## config.mk

```make
export PLATFORM = sky130hd
export DESIGN_NAME = run_controller
export DESIGN_NICKNAME = d
export VERILOG_FILES = /design/src/rtl/run_controller.sv
export SDC_FILE = /design/constraint.sdc
export NUM_CORES = 1
export LEC_CHECK = 0
export CAP_MARGIN = 40
export CORE_ASPECT_RATIO = 0.7
export CORE_UTILIZATION = 37
export DETAILED_ROUTE_END_ITERATION = 8
export PLACE_DENSITY = 0.63
export SYNTH_ARGS = -nofsm -noshare
export SYNTH_HDL_FRONTEND = slang
export SYNTH_SLANG_ARGS = --single-unit
```

## constraint.sdc

```tcl
create_clock -name clk -period 7.5 [get_ports clk]
set_input_delay 0.75 -clock clk [delete_from_list [all_inputs] [get_ports clk]]
set_output_delay 0.75 -clock clk [all_outputs]
set_load 0.1 [all_outputs]
```

## src/rtl/run_controller.sv

```systemverilog
// run_controller: execution sequencer for the 8-bit model CPU.
// Converts the front-panel NEXT / RUN / SPEEDRUN controls into single-cycle step pulses that
// advance the CPU by one instruction, and stops stepping once the HALT opcode is reported.
//
// Ports:
//   clk         system clock, all state on the rising edge
//   rst         asynchronous active-high reset
//   NEXT        single-step push button (asynchronous, rising edge used)
//   RUN         run switch (asynchronous level)
//   SPEEDRUN    fast-run switch (asynchronous level), overrides RUN
//   halt        current opcode is HALT (synchronous)
//   step        registered one-cycle pulse, CPU advances one instruction
//   state       00 idle, 01 run, 10 fast, 11 halted
//   step_count  steps issued since reset, saturating at 16'hFFFF
module run_controller #(
  parameter int unsigned RUN_DIV  = 32'd50_000_000,
  parameter int unsigned FAST_DIV = 32'd50_000
) (
  input  logic        clk,
  input  logic        rst,
  input  logic        NEXT,
  input  logic        RUN,
  input  logic        SPEEDRUN,
  input  logic        halt,
  output logic        step,
  output logic [1:0]  state,
  output logic [15:0] step_count
);

  typedef enum logic [1:0] {
    StIdle   = 2'b00,
    StRun    = 2'b01,
    StFast   = 2'b10,
    StHalted = 2'b11
  } state_e;

  state_e      state_q;
  logic        step_q;
  logic [15:0] step_count_q;
  logic [31:0] div_q;

  logic next_meta_q, next_sync_q, next_prev_q;
  logic run_meta_q, run_sync_q;
  logic fast_meta_q, fast_sync_q;

  logic        next_rise;
  logic        switches_off;
  logic [31:0] div_last;
  logic [15:0] count_inc;

  // Two-flop synchronizers; NEXT keeps one extra stage for edge detection.
  always_ff @(posedge clk or posedge rst) begin
    if (rst) begin
      next_meta_q <= 1'b0;
      next_sync_q <= 1'b0;
      next_prev_q <= 1'b0;
      run_meta_q  <= 1'b0;
      run_sync_q  <= 1'b0;
      fast_meta_q <= 1'b0;
      fast_sync_q <= 1'b0;
    end else begin
      next_meta_q <= NEXT;
      next_sync_q <= next_meta_q;
      next_prev_q <= next_sync_q;
      run_meta_q  <= RUN;
      run_sync_q  <= run_meta_q;
      fast_meta_q <= SPEEDRUN;
      fast_sync_q <= fast_meta_q;
    end
  end

  always_comb begin
    next_rise    = next_sync_q & ~next_prev_q;
    switches_off = ~run_sync_q & ~fast_sync_q;
    div_last     = (state_q == StFast) ? 32'(FAST_DIV - 1) : 32'(RUN_DIV - 1);
    count_inc    = (step_count_q == 16'hFFFF) ? step_count_q : step_count_q + 16'd1;
  end

  // step and step_count are registered together so step_count rises with each pulse.
  always_ff @(posedge clk or posedge rst) begin
    if (rst) begin
      state_q      <= StIdle;
      step_q       <= 1'b0;
      step_count_q <= 16'd0;
      div_q        <= 32'd0;
    end else begin
      step_q <= 1'b0;
      unique case (state_q)
        StIdle: begin
          if (fast_sync_q) begin
            state_q <= StFast;
            div_q   <= 32'd0;
          end else if (run_sync_q) begin
            state_q <= StRun;
            div_q   <= 32'd0;
          end else if (next_rise) begin
            if (halt) begin
              state_q <= StHalted;
            end else begin
              step_q       <= 1'b1;
              step_count_q <= count_inc;
            end
          end
        end
        StRun, StFast: begin
          if (switches_off) begin
            state_q <= StIdle;
            div_q   <= 32'd0;
          end else if (fast_sync_q != (state_q == StFast)) begin
            // Mode switch restarts the period; no step on the switching edge.
            state_q <= fast_sync_q ? StFast : StRun;
            div_q   <= 32'd0;
          end else if (div_q == div_last) begin
            div_q <= 32'd0;
            if (halt) begin
              state_q <= StHalted;
            end else begin
              step_q       <= 1'b1;
              step_count_q <= count_inc;
            end
          end else begin
            div_q <= div_q + 32'd1;
          end
        end
        StHalted: begin
          if (!halt && switches_off) begin
            state_q <= StIdle;
          end
        end
      endcase
    end
  end

  assign step       = step_q;
  assign state      = state_q;
  assign step_count = step_count_q;

endmodule

```

==> results.md, run 1 <==
| Quantity | Reported | Unit |
|:---|:---|:---|
| Result of the run | finished clean | - |
| Fraction of final layout cells with drive strength greater than 1 | 15.8 | % |
| Data arrival time of the critical path | 3.10 | ns |
| CP endpoint kind | register | - |
| Clk sink count | 58 | - |
| Net Count, Synth | 321 | - |
| Antenna violations before repair | 0 | - |
| Most repeated cell in the gate-level netlist after synthesis | dfrtp_1 | - |
| Count of vias placed by the detailed router | 2441 | - |
| DRC violation total after the first TritonRoute iteration | 124 | - |
| Depth of the CTS H-tree | 3 | - |
| Cell type with the highest occurrence count on the critical path | nor2_1 | - |
| RSZ-0062 raised after global routing | false | - |
| Power per cell area | 322 | nW/um^2 |
| Post-route worst hold slack | 0.342 | ns |
| Crit path largest cell delay | 0.72 | ns |
| Register area share after synthesis | 48.0 | % |
| Worst setup path category | reg2reg | - |
| Area fraction of the dominant cell type after synthesis | 48.0 | % |
| Die span in x | 110 | um |
| Length of the first detailed-routing pass in iterations | 4 | - |
| Overall fraction of global-route tracks in use | 18.5 | % |
| Final sum of negative setup slack | 0 | ns |
| Fill cells | 727 | - |
| Total Die Area | 8540 | um^2 |
| Number of max-slew violations in the final report | 0 | - |
| Worst-path fanout max | 7 | - |
| Clk buf depth | 2 | - |
| Average cell area after synthesis | 9.82 | um^2 |
| Share of async-settable or async-resettable flops after synthesis | 100 | % |
| Top-level I/O count | 25 | - |
| Switching share of total power | 36.7 | % |
| N_diodes | 0 | - |
| Wire length of the first global-routing pass | 12000 | um |
| Worst-case vdd ir drop | 197 | uV |
| Cell internal pwr | 815 | uW |
| Net switching power | 472 | uW |
| Leakage power | 0.00168 | uW |
| Clock tree from TritonCTS | yes | - |
| Cell types with the highest counts after synthesis | 58 x dfrtp_1, 45 x nor2_1, 25 x xor2_1, 21 x nand2_1 | - |
| Total Nets Final | 368 | - |
| Post-route clock period utilization | 38.7 | % |
| DRT Wirelength | 6890 | um |
| Cell chosen for the clock root | clkbuf_16 | - |
| Weighted congestion reported at the end of routability-driven placement | 0.849 | - |
| DP Area | 3660 | um^2 |
| Maximum number of pins on one net before global-route repair | 59 | - |
| Count of nets left with antenna violations after detail routing | 0 | - |
| Congestion Overflow GR | 0 | - |
| Overall die height | 77.6 | um |
| Setup clock skew after layout | 0.00552 | ns |
| Design Power | 1290 | uW |
| Min-Delay Path Class | reg2reg | - |
| Average wire per standard cell | 14.9 | um |
| Kind of launch point of the worst setup path | register | - |
| Dominant cells by area after synthesis | dfrtp_1 48%, xor2_1 7.2%, nor2_1 5.6%, xnor2_1 5.2%, nand3_1 3.1% | - |
| Slew HR | 48.2 | % |
| Clock power share | 35.5 | % |
| Remaining routing DRC violations | 0 | - |
| CTS clk-pin slew, worst paths | 0.05 | ns |
| Sequential share of power | 28.3 | % |
| Via count of the first global-routing pass | 2378 | - |
| Total of buffers placed on input and output ports | 24 | - |
| Maximum clock frequency | 0.345 | GHz |
| Initial cell density of the core | 38.3 | % |
| Post-cts repair resize count | 0 | - |
| Site Rows | 27 | - |
| Number of vias per cell | 5.30 | - |
| Post-synthesis cell type with the largest combined area | dfrtp_1 | - |
| Most instantiated flip-flop cell in the synthesis netlist | dfrtp_1 | - |
| Maximum Capacitance Violations | 0 | - |
| Cell-by-cell listing of the critical path | inv_1 -> ha_1 -> nor2_1 -> or3_1 -> nor4_1 -> nand3_1 -> xor2_1 -> nor2_1 | - |
| Number of enable-type register cells in the synthesized netlist | 0 | - |
| Worst-skew pair later-pin latency | 0.32 | ns |
| Fin area | 4000 | um^2 |
| Post-synthesis instance area | 3020 | um^2 |
| R2R setup slack | 4.60 | ns |
| Distinct cell type count of the synthesized netlist | 50 | - |
| Number of failing setup endpoints in the final timing report | 0 | - |
| Combinational fraction of design power | 36.2 | % |
| P&R area growth vs syn | 32.1 | % |
| Worst path required time | 7.70 | ns |
| Synth Register Bits | 58 | - |
| Clock buffer count from CTS | 9 | - |
| Least-Margin Pin Slew | 0.770 | ns |
| Min Clock Period, post-route | 2.90 | ns |
| Yosys warnings | 0 | - |
| Setup bufs post-CTS | 0 | - |
| Synth Instances | 308 | - |
| Core box area | 7910 | um^2 |
| Dpl hpwl | 4790 | um |
| Cell at the slowest stage of the critical path | nor4_1 | - |
| Final hold vios | 0 | - |
| Number of hold-repair buffers added at the cts stage | 0 | - |
[per-layer routing]
layer  routed length, um  vias to the layer above  track usage, %
met5                   0                        -               0
met4                  97                        0            7.20
met3                 394                       10            4.79
met2                2950                       78            25.6
met1                3450                     1184            27.4
li1                    -                     1169               -
[power by group through the flow]
stage | Sequential [uW] | Clock, uW | Combinational [uW]
2_1_floorplan | 472 | 0 | 203
3_3_place_gp | 366 | 0 | 394
3_5_place_dp | 369 | 0 | 461
4_1_cts | 364 | 466 | 467
5_1_grt | 369 | 479 | 497
6_report | 365 | 456 | 466
[per-stage QoR]
| stage | cells | utilization (%) | setup slack, ns |
|---|---|---|---|
| final | 461 | 50.5 | 4.60 |
| after detailed placement | 445 | 46.2 | 4.70 |
| after global routing | 461 | 50.5 | 4.46 |
| after global placement | 425 | 42.4 | 4.76 |
| after CTS | 461 | 50.5 | 4.65 |
| after floorplan | 308 | - | 4.11 |
[cell families after synthesis]
group | after synthesis | share of synthesized area [%]
buffers and inverters | 18 | 2.81
AO/OA/AOI/OAI | 19 | 4.59
XOR/XNOR | 43 | 12.5
flip-flops | 58 | 48.0
AND/OR/NAND/NOR | 159 | 27.8
multiplexers | 4 | 1.41
adder cells (fa/ha/maj) | 7 | 2.90
[path summary, 6_finish.rpt]
path	start	endpoint	cells past startpoint
setup / recovery	state[0]	div_q[22]	8
hold / removal	next_meta_q	next_sync_q	0
hold reg to reg	next_meta_q	next_sync_q	0
min in group asynchronous	rst	next_sync_q	3
setup reg to reg	state[0]	div_q[22]	8
max in group asynchronous	rst	div_q[6]	3
[cell usage in the layout (no fill, tap or decap), types with 5 or more instances in the layout]
master	n
nand3_1	19
inv_1	7
xnor2_1	18
clkdlybuf4s50_1	24
xor2_1	25
nor2_1	45
clkbuf_16	9
nor2_2	5
ha_1	7
dfrtp_1	58
nand2_1	21
nand4_1	13
nor3_1	19
buf_8	18
[final cells by class]
| type | count | area (um^2) | share of cell area, % |
|---|---|---|---|
| inverter | 8 | 30.0 | 0.752 |
| clock inverter | 4 | 72.6 | 1.82 |
| clock buffer | 12 | 267 | 6.67 |
| tap | 101 | 126 | 3.16 |
| timing repair buffer | 46 | 561 | 14.0 |
| sequential | 58 | 1450 | 36.3 |
| multi-input combinational | 232 | 1490 | 37.2 |
[worst max-delay path: cells and delay by family (launching register included)]
kind,cells,cell delay [ns]
and+or+nand+nor,5,1.56
adders and majority gates,1,0.45
buffers and inverters,1,0.14
DFF,1,0.46
xor gates and xnor gates,1,0.16
[state kept, by name, indices dropped and copies added, names as in the netlist]
name,flops
run_meta_q,1
div_q,32
step,1
run_sync_q,1
state,2
fast_meta_q,1
next_meta_q,1
step_count,16
fast_sync_q,1
next_sync_q,1
next_prev_q,1
Power figures use the tool's default switching activity.
==> run 2, diff against run 1 <==
--- a/config.mk
+++ b/config.mk
@@ -9,7 +9,7 @@
 export CORE_ASPECT_RATIO = 0.7
 export CORE_UTILIZATION = 37
 export DETAILED_ROUTE_END_ITERATION = 8
-export PLACE_DENSITY = 0.63
+export PLACE_DENSITY = 0.65
 export SYNTH_ARGS = -nofsm -noshare
 export SYNTH_HDL_FRONTEND = slang
 export SYNTH_SLANG_ARGS = --single-unit
==> constraint.sdc (replaced) <==
create_clock -name clk -period 2.65 [get_ports clk]
set_input_delay 0.265 -clock clk [delete_from_list [all_inputs] [get_ports clk]]
set_output_delay 0.265 -clock clk [all_outputs]
set_load 0.1 [all_outputs]
==> results.md, run 2 (same netlist as run 1, synthesis figures left out) <==
| Quantity | Reported | Unit |
|:---|:---|:---|
| Final Core Density | 47.9 | % |
| N_diodes | 0 | - |
| Reg-to-Reg End | state[0] | - |
| Clock tree from TritonCTS | yes | - |
| Data arrival time of the critical path | 2.68 | ns |
| Total of buffers placed on input and output ports | 24 | - |
| Number of max-slew violations in the final report | 0 | - |
| RSZ-0062 raised after global routing | false | - |
| Wire length of the first global-routing pass | 11700 | um |
| Antenna violations before repair | 0 | - |
| Count of vias placed by the detailed router | 2328 | - |
| CTS clk-pin slew, worst paths | 0.05 | ns |
| CP endpoint kind | register | - |
| Kind of launch point of the worst setup path | register | - |
| P&R area growth vs syn | 25.1 | % |
| Cell chosen for the clock root | clkbuf_16 | - |
| Worst-skew pair later-pin latency | 0.33 | ns |
| Maximum Capacitance Violations | 0 | - |
| Worst setup path category | reg2reg | - |
| Maximum clock frequency | 0.405 | GHz |
| Worst path bufs/invs | 1 | - |
| Commonest cells after routing, fill and taps aside | 44 x dfrtp_1, 42 x nor2_1, 25 x xor2_1 | - |
| Clock buffer count from CTS | 9 | - |
| Min-Delay Path Class | in2async | - |
| Number of vias per cell | 5.22 | - |
| Core box area | 7910 | um^2 |
| Average wire per standard cell | 15.1 | um |
| R2R setup slack | 0.18 | ns |
| Final hold vios | 0 | - |
| Dpl hpwl | 4650 | um |
| Least-Margin Pin Slew | 0.643 | ns |
| Weighted congestion reported at the end of routability-driven placement | 0.888 | - |
| Die span in x | 110 | um |
| Maximum number of pins on one net before global-route repair | 33 | - |
| Beginning of the worst register-to-register path | state[0] | - |
| Count of nets left with antenna violations after detail routing | 0 | - |
| Number of failing setup endpoints in the final timing report | 0 | - |
| Setup slack of the critical path after layout | 0.181 | ns |
| Fraction of final layout cells with drive strength greater than 1 | 25.2 | % |
| Leakage power | 0.00163 | uW |
| Worst slack after detailed placement | 0.124 | ns |
| Worst-path fanout max | 7 | - |
| Site Rows | 27 | - |
| Cell-by-cell listing of the critical path | inv_2 -> ha_1 -> nor4b_1 -> nand3_1 -> a2111oi_4 -> nor2_2 -> a221o_2 -> mux2i_1 | - |
| Design Power | 3480 | uW |
| Largest Register | div_q | - |
| Setup clock skew after layout | 0.00438 | ns |
| Post-route worst hold slack | 0.326 | ns |
| Via count of the first global-routing pass | 2269 | - |
| Depth of the CTS H-tree | 3 | - |
| Min Clock Period, post-route | 2.47 | ns |
| Worst-case vdd ir drop | 698 | uV |
| DRT Wirelength | 6730 | um |
| Clk sink count | 58 | - |
| Most common cell after layout, fill and taps aside | dfrtp_1 | - |
| Total Die Area | 8540 | um^2 |
| Post-route clock period utilization | 93.2 | % |
| Cell at the slowest stage of the critical path | a2111oi_4 | - |
| Clk buf depth | 2 | - |
| Slew HR | 56.9 | % |
| DRC violation total after the first TritonRoute iteration | 111 | - |
| Initial cell density of the core | 38.3 | % |
| Final sum of negative setup slack | 0 | ns |
| Crit path largest cell delay | 0.52 | ns |
| Power per cell area | 919 | nW/um^2 |
| Overall die height | 77.6 | um |
| Kind of cell adding the most delay to the critical path | compound AO/OA/AOI/OAI gates | - |
| Top-level I/O count | 25 | - |
| Count of cells along the worst register-to-register path | 8 | - |
| Congestion Overflow GR | 0 | - |
| Total Nets Final | 353 | - |
| Number of flip-flops in the largest register | 32 | - |
| Remaining routing DRC violations | 0 | - |
| Length of the first detailed-routing pass in iterations | 4 | - |
| Result of the run | finished clean | - |
| Overall fraction of global-route tracks in use | 18.2 | % |
| Worst path required time | 2.86 | ns |
| CP startpoint | state[0] | - |
==> run 2: changes by cell type in the layout (fill, tap and decap cells not counted), moves of 3 or more <==
cell / change
clkbuf_8: -3
dfrtp_2: +14
dfrtp_1: -14
nor3_1: -4
nor2_1: -3
nor3_4: +4
buf_8: -18
clkdlybuf4s50_1: -19
buf_4: +21
==> run 2: per-layer routing <==
metal  share of wire [%]  GRT usage, %  wire, um  vias to the layer above
li1                    -             -         -                     1129
met1                  52          27.6      3510                     1141
met2                  42          24.0      2820                       52
met3                 4.8          5.63       322                        6
met4                 1.2          6.00        78                        0
met5                   0             0         0                        -
==> run 2: where the power goes <==
group          switching [uW]  internal, uW  total (uW)
Sequential               72.7           959        1030
Combinational             898           410        1310
Clock                     412           724        1140
Total                    1380          2090        3480
==> run 2: through the flow <==
| stage | area, um^2 | cells |
|---|---|---|
| floorplan | 3130 | 308 |
| global placement | 3460 | 429 |
| detailed placement | 3460 | 429 |
| CTS | 3760 | 445 |
| global route | 3780 | 446 |
| finish | 3780 | 446 |
==> run 2: how the worst max path moves through the flow <==
stage / to / slack (ns) / cells after the start
floorplan: div_q[27] / -0.08 / 9
global placement: step_count[14] / 0.10 / 8
detailed placement: step_count[14] / 0.12 / 9
CTS: step_count[14] / 0.08 / 9
global route: step_count[11] / 0.02 / 8
finish: state[0] / 0.18 / 8
==> run 2: final cells by class <==
cell class	count	area, um^2
repair buffers	31	270
clock buffers	9	225
well taps	101	126
fillers	743	4120
multi-input cells	232	1590
inverters	8	30.0
flip-flops and latches	58	1470
clock inverters	7	70.1
==> run 2: repair_timing <==
| action | 4_1_cts | 5_1_grt |
|---|---|---|
| hold buffers | 0 | 0 |
| setup buffers | 0 | 1 |
| gates resized for setup | 0 | 3 |
| endpoints found under the setup margin | 0 | 17 |
==> run 3, diff against run 2 <==
--- a/config.mk
+++ b/config.mk
@@ -5,11 +5,13 @@
 export SDC_FILE = /design/constraint.sdc
 export NUM_CORES = 1
 export LEC_CHECK = 0
+export ABC_AREA = 1
 export CAP_MARGIN = 40
 export CORE_ASPECT_RATIO = 0.7
+export CORE_MARGIN = 2
 export CORE_UTILIZATION = 37
 export DETAILED_ROUTE_END_ITERATION = 8
-export PLACE_DENSITY = 0.65
+export PLACE_DENSITY = 0.64
 export SYNTH_ARGS = -nofsm -noshare
 export SYNTH_HDL_FRONTEND = slang
 export SYNTH_SLANG_ARGS = --single-unit
==> results.md, run 3 <==
| Quantity | Reported | Unit |
|:---|:---|:---|
| Total of buffers placed on input and output ports | 24 | - |
| Clock tree from TritonCTS | yes | - |
| Overall fraction of global-route tracks in use | 18.4 | % |
| Worst setup path category | reg2reg | - |
| Setup bufs post-CTS | 0 | - |
| Cell chosen for the clock root | clkbuf_16 | - |
| Share of async-settable or async-resettable flops after synthesis | 100 | % |
| Yosys warnings | 0 | - |
| Worst-path fanout max | 20 | - |
| Number of hold-repair buffers added at the cts stage | 0 | - |
| Synth Register Bits | 58 | - |
| Via count of the first global-routing pass | 3219 | - |
| Core box area | 9800 | um^2 |
| DRC violation total after the first TritonRoute iteration | 269 | - |
| Synth Instances | 523 | - |
| Kind of launch point of the worst setup path | register | - |
| Most repeated cell in the gate-level netlist after synthesis | nand2_1 | - |
| Final hold vios | 0 | - |
| Number of enable-type register cells in the synthesized netlist | 0 | - |
| N_diodes | 0 | - |
| Average cell area after synthesis | 7.20 | um^2 |
| Clk sink count | 58 | - |
| Total Nets Final | 565 | - |
| Number of vias per cell | 5.04 | - |
| Placed Cells | 669 | - |
| Die span in x | 125 | um |
| Dominant cells by area after synthesis | dfrtp_1 39%, nand2_1 15%, nor2_1 8.7%, xor2_1 4.9%, nand3_1 4.8% | - |
| Maximum number of pins on one net before global-route repair | 31 | - |
| Post-synthesis cell type with the largest combined area | dfrtp_1 | - |
| Number of flip-flops in the largest register | 32 | - |
| Clock buffer count from CTS | 9 | - |
| Worst path required time | 2.90 | ns |
| Final Core Density | 44.9 | % |
| Number of max-slew violations in the final report | 0 | - |
| Post-route worst hold slack | 0.345 | ns |
| Cell types with the highest counts after synthesis | 153 x nand2_1, 87 x nor2_1, 58 x dfrtp_1, 43 x inv_1, 36 x nand3_1 | - |
| Post-synthesis instance area | 3760 | um^2 |
| Dpl hpwl | 7020 | um |
| RSZ-0062 raised after global routing | false | - |
| Worst-case vdd ir drop | 742 | uV |
| Least-Margin Pin Slew | 0.672 | ns |
| Average wire per standard cell | 13.6 | um |
| Commonest cells after routing, fill and taps aside | 153 x nand2_1, 87 x nor2_1, 58 x dfrtp_1 | - |
| Area fraction of the dominant cell type after synthesis | 38.6 | % |
| DRT Wirelength | 9280 | um |
| Power per cell area | 821 | nW/um^2 |
| CTS clk-pin slew, worst paths | 0.05 | ns |
| Final sum of negative setup slack | 0 | ns |
| Count of vias placed by the detailed router | 3453 | - |
| Distinct cell type count of the synthesized netlist | 32 | - |
| Most common cell after layout, fill and taps aside | nand2_1 | - |
| Final cell count without fillers | 685 | - |
| Net Count, Synth | 536 | - |
| Worst-skew pair later-pin latency | 0.33 | ns |
| Depth of the CTS H-tree | 3 | - |
| Slew HR | 55.1 | % |
| Fraction of final layout cells with drive strength greater than 1 | 13.6 | % |
| Post-cts repair resize count | 0 | - |
| Setup clock skew after layout | 0.00717 | ns |
| P&R area growth vs syn | 16.7 | % |
| Maximum Capacitance Violations | 0 | - |
| Leakage power | 0.00193 | uW |
| Count of nets left with antenna violations after detail routing | 0 | - |
| Most instantiated flip-flop cell in the synthesis netlist | dfrtp_1 | - |
| Wire length of the first global-routing pass | 16000 | um |
| Congestion Overflow GR | 0 | - |
| Data arrival time of the critical path | 2.52 | ns |
| Total Die Area | 11000 | um^2 |
| Overall die height | 88.4 | um |
| Maximum clock frequency | 0.441 | GHz |
| Min Clock Period, post-route | 2.27 | ns |
| Clk buf depth | 2 | - |
| Number of failing setup endpoints in the final timing report | 0 | - |
| Fill cells | 969 | - |
| Top-level I/O count | 25 | - |
| Min-Delay Path Class | reg2reg | - |
| Register area share after synthesis | 38.6 | % |
| Length of the first detailed-routing pass in iterations | 6 | - |
| CP endpoint kind | register | - |
| Result of the run | finished clean | - |
| Post-route clock period utilization | 85.5 | % |
| Initial cell density of the core | 38.4 | % |
| Site Rows | 30 | - |
| Largest Register | div_q | - |
| Weighted congestion reported at the end of routability-driven placement | 0.938 | - |
| Remaining routing DRC violations | 0 | - |
| Antenna violations before repair | 0 | - |
## run 3: final cells by class
cell class	count	area, um^2	area share, %
tap	128	160	3.64
inverter	50	189	4.30
sequential	58	1450	33.0
timing repair buffer	28	223	5.07
clock inverter	4	73.8	1.68
clock buffer	12	256	5.84
multi-input combinational	405	2040	46.4
## run 3: logic make-up after synthesis
logic type               share of synthesized area (%)
AO/OA/AOI/OAI                                     3.52
XOR/XNOR                                          7.44
adder cells (fa/ha/maj)                           2.33
buffers and inverters                             7.24
flip-flops                                        38.6
AND/OR/NAND/NOR                                   40.9
## run 3: critical path, cell delays in order (launching register included)
cell and delay, ns:
dfrtp_1 0.41, inv_1 0.12, ha_1 0.31, inv_1 0.07
nor2_1 0.16, nor2_1 0.07, nand2_2 0.35, nand3_2 0.23
nor3_1 0.24, o21ai_0 0.11, nor2_1 0.11
## run 3: final timing paths
kind                             startpoint           to  slack, ns  cells after the start
worst min register to register  fast_meta_q  fast_sync_q       0.35                      0
worst min-delay path            fast_meta_q  fast_sync_q       0.35                      0
max in group asynchronous               rst    div_q[16]       1.59                      3
min in group asynchronous               rst     div_q[0]       0.36                      2
worst max register to register     state[0]    div_q[19]       0.38                     10
worst max-delay path               state[0]    div_q[19]       0.38                     10
## run 3: report_power, final
part	switching, uW	internal [uW]
clock	410	874
sequential	68.2	942
combinational	1030	286
## run 3: routing by layer
| layer | global-route usage, % | up-vias | wire length, um |
|---|---|---|---|
| li1 | - | 1727 | - |
| met1 | 26.9 | 1600 | 4780 |
| met2 | 26.0 | 113 | 3670 |
| met3 | 5.26 | 13 | 690 |
| met4 | 6.54 | 0 | 142 |
| met5 | 0 | - | 0 |
## run 3: through the flow
step                area (um^2)  total power, uW  worst slack [ns]
CTS                        4390             3640             0.403
floorplan                  3760             2150            0.0264
detailed placement         4060             2330             0.428
global route               4390             3810             0.152
finish                     4390             3610             0.384
global placement           4060             2310             0.439
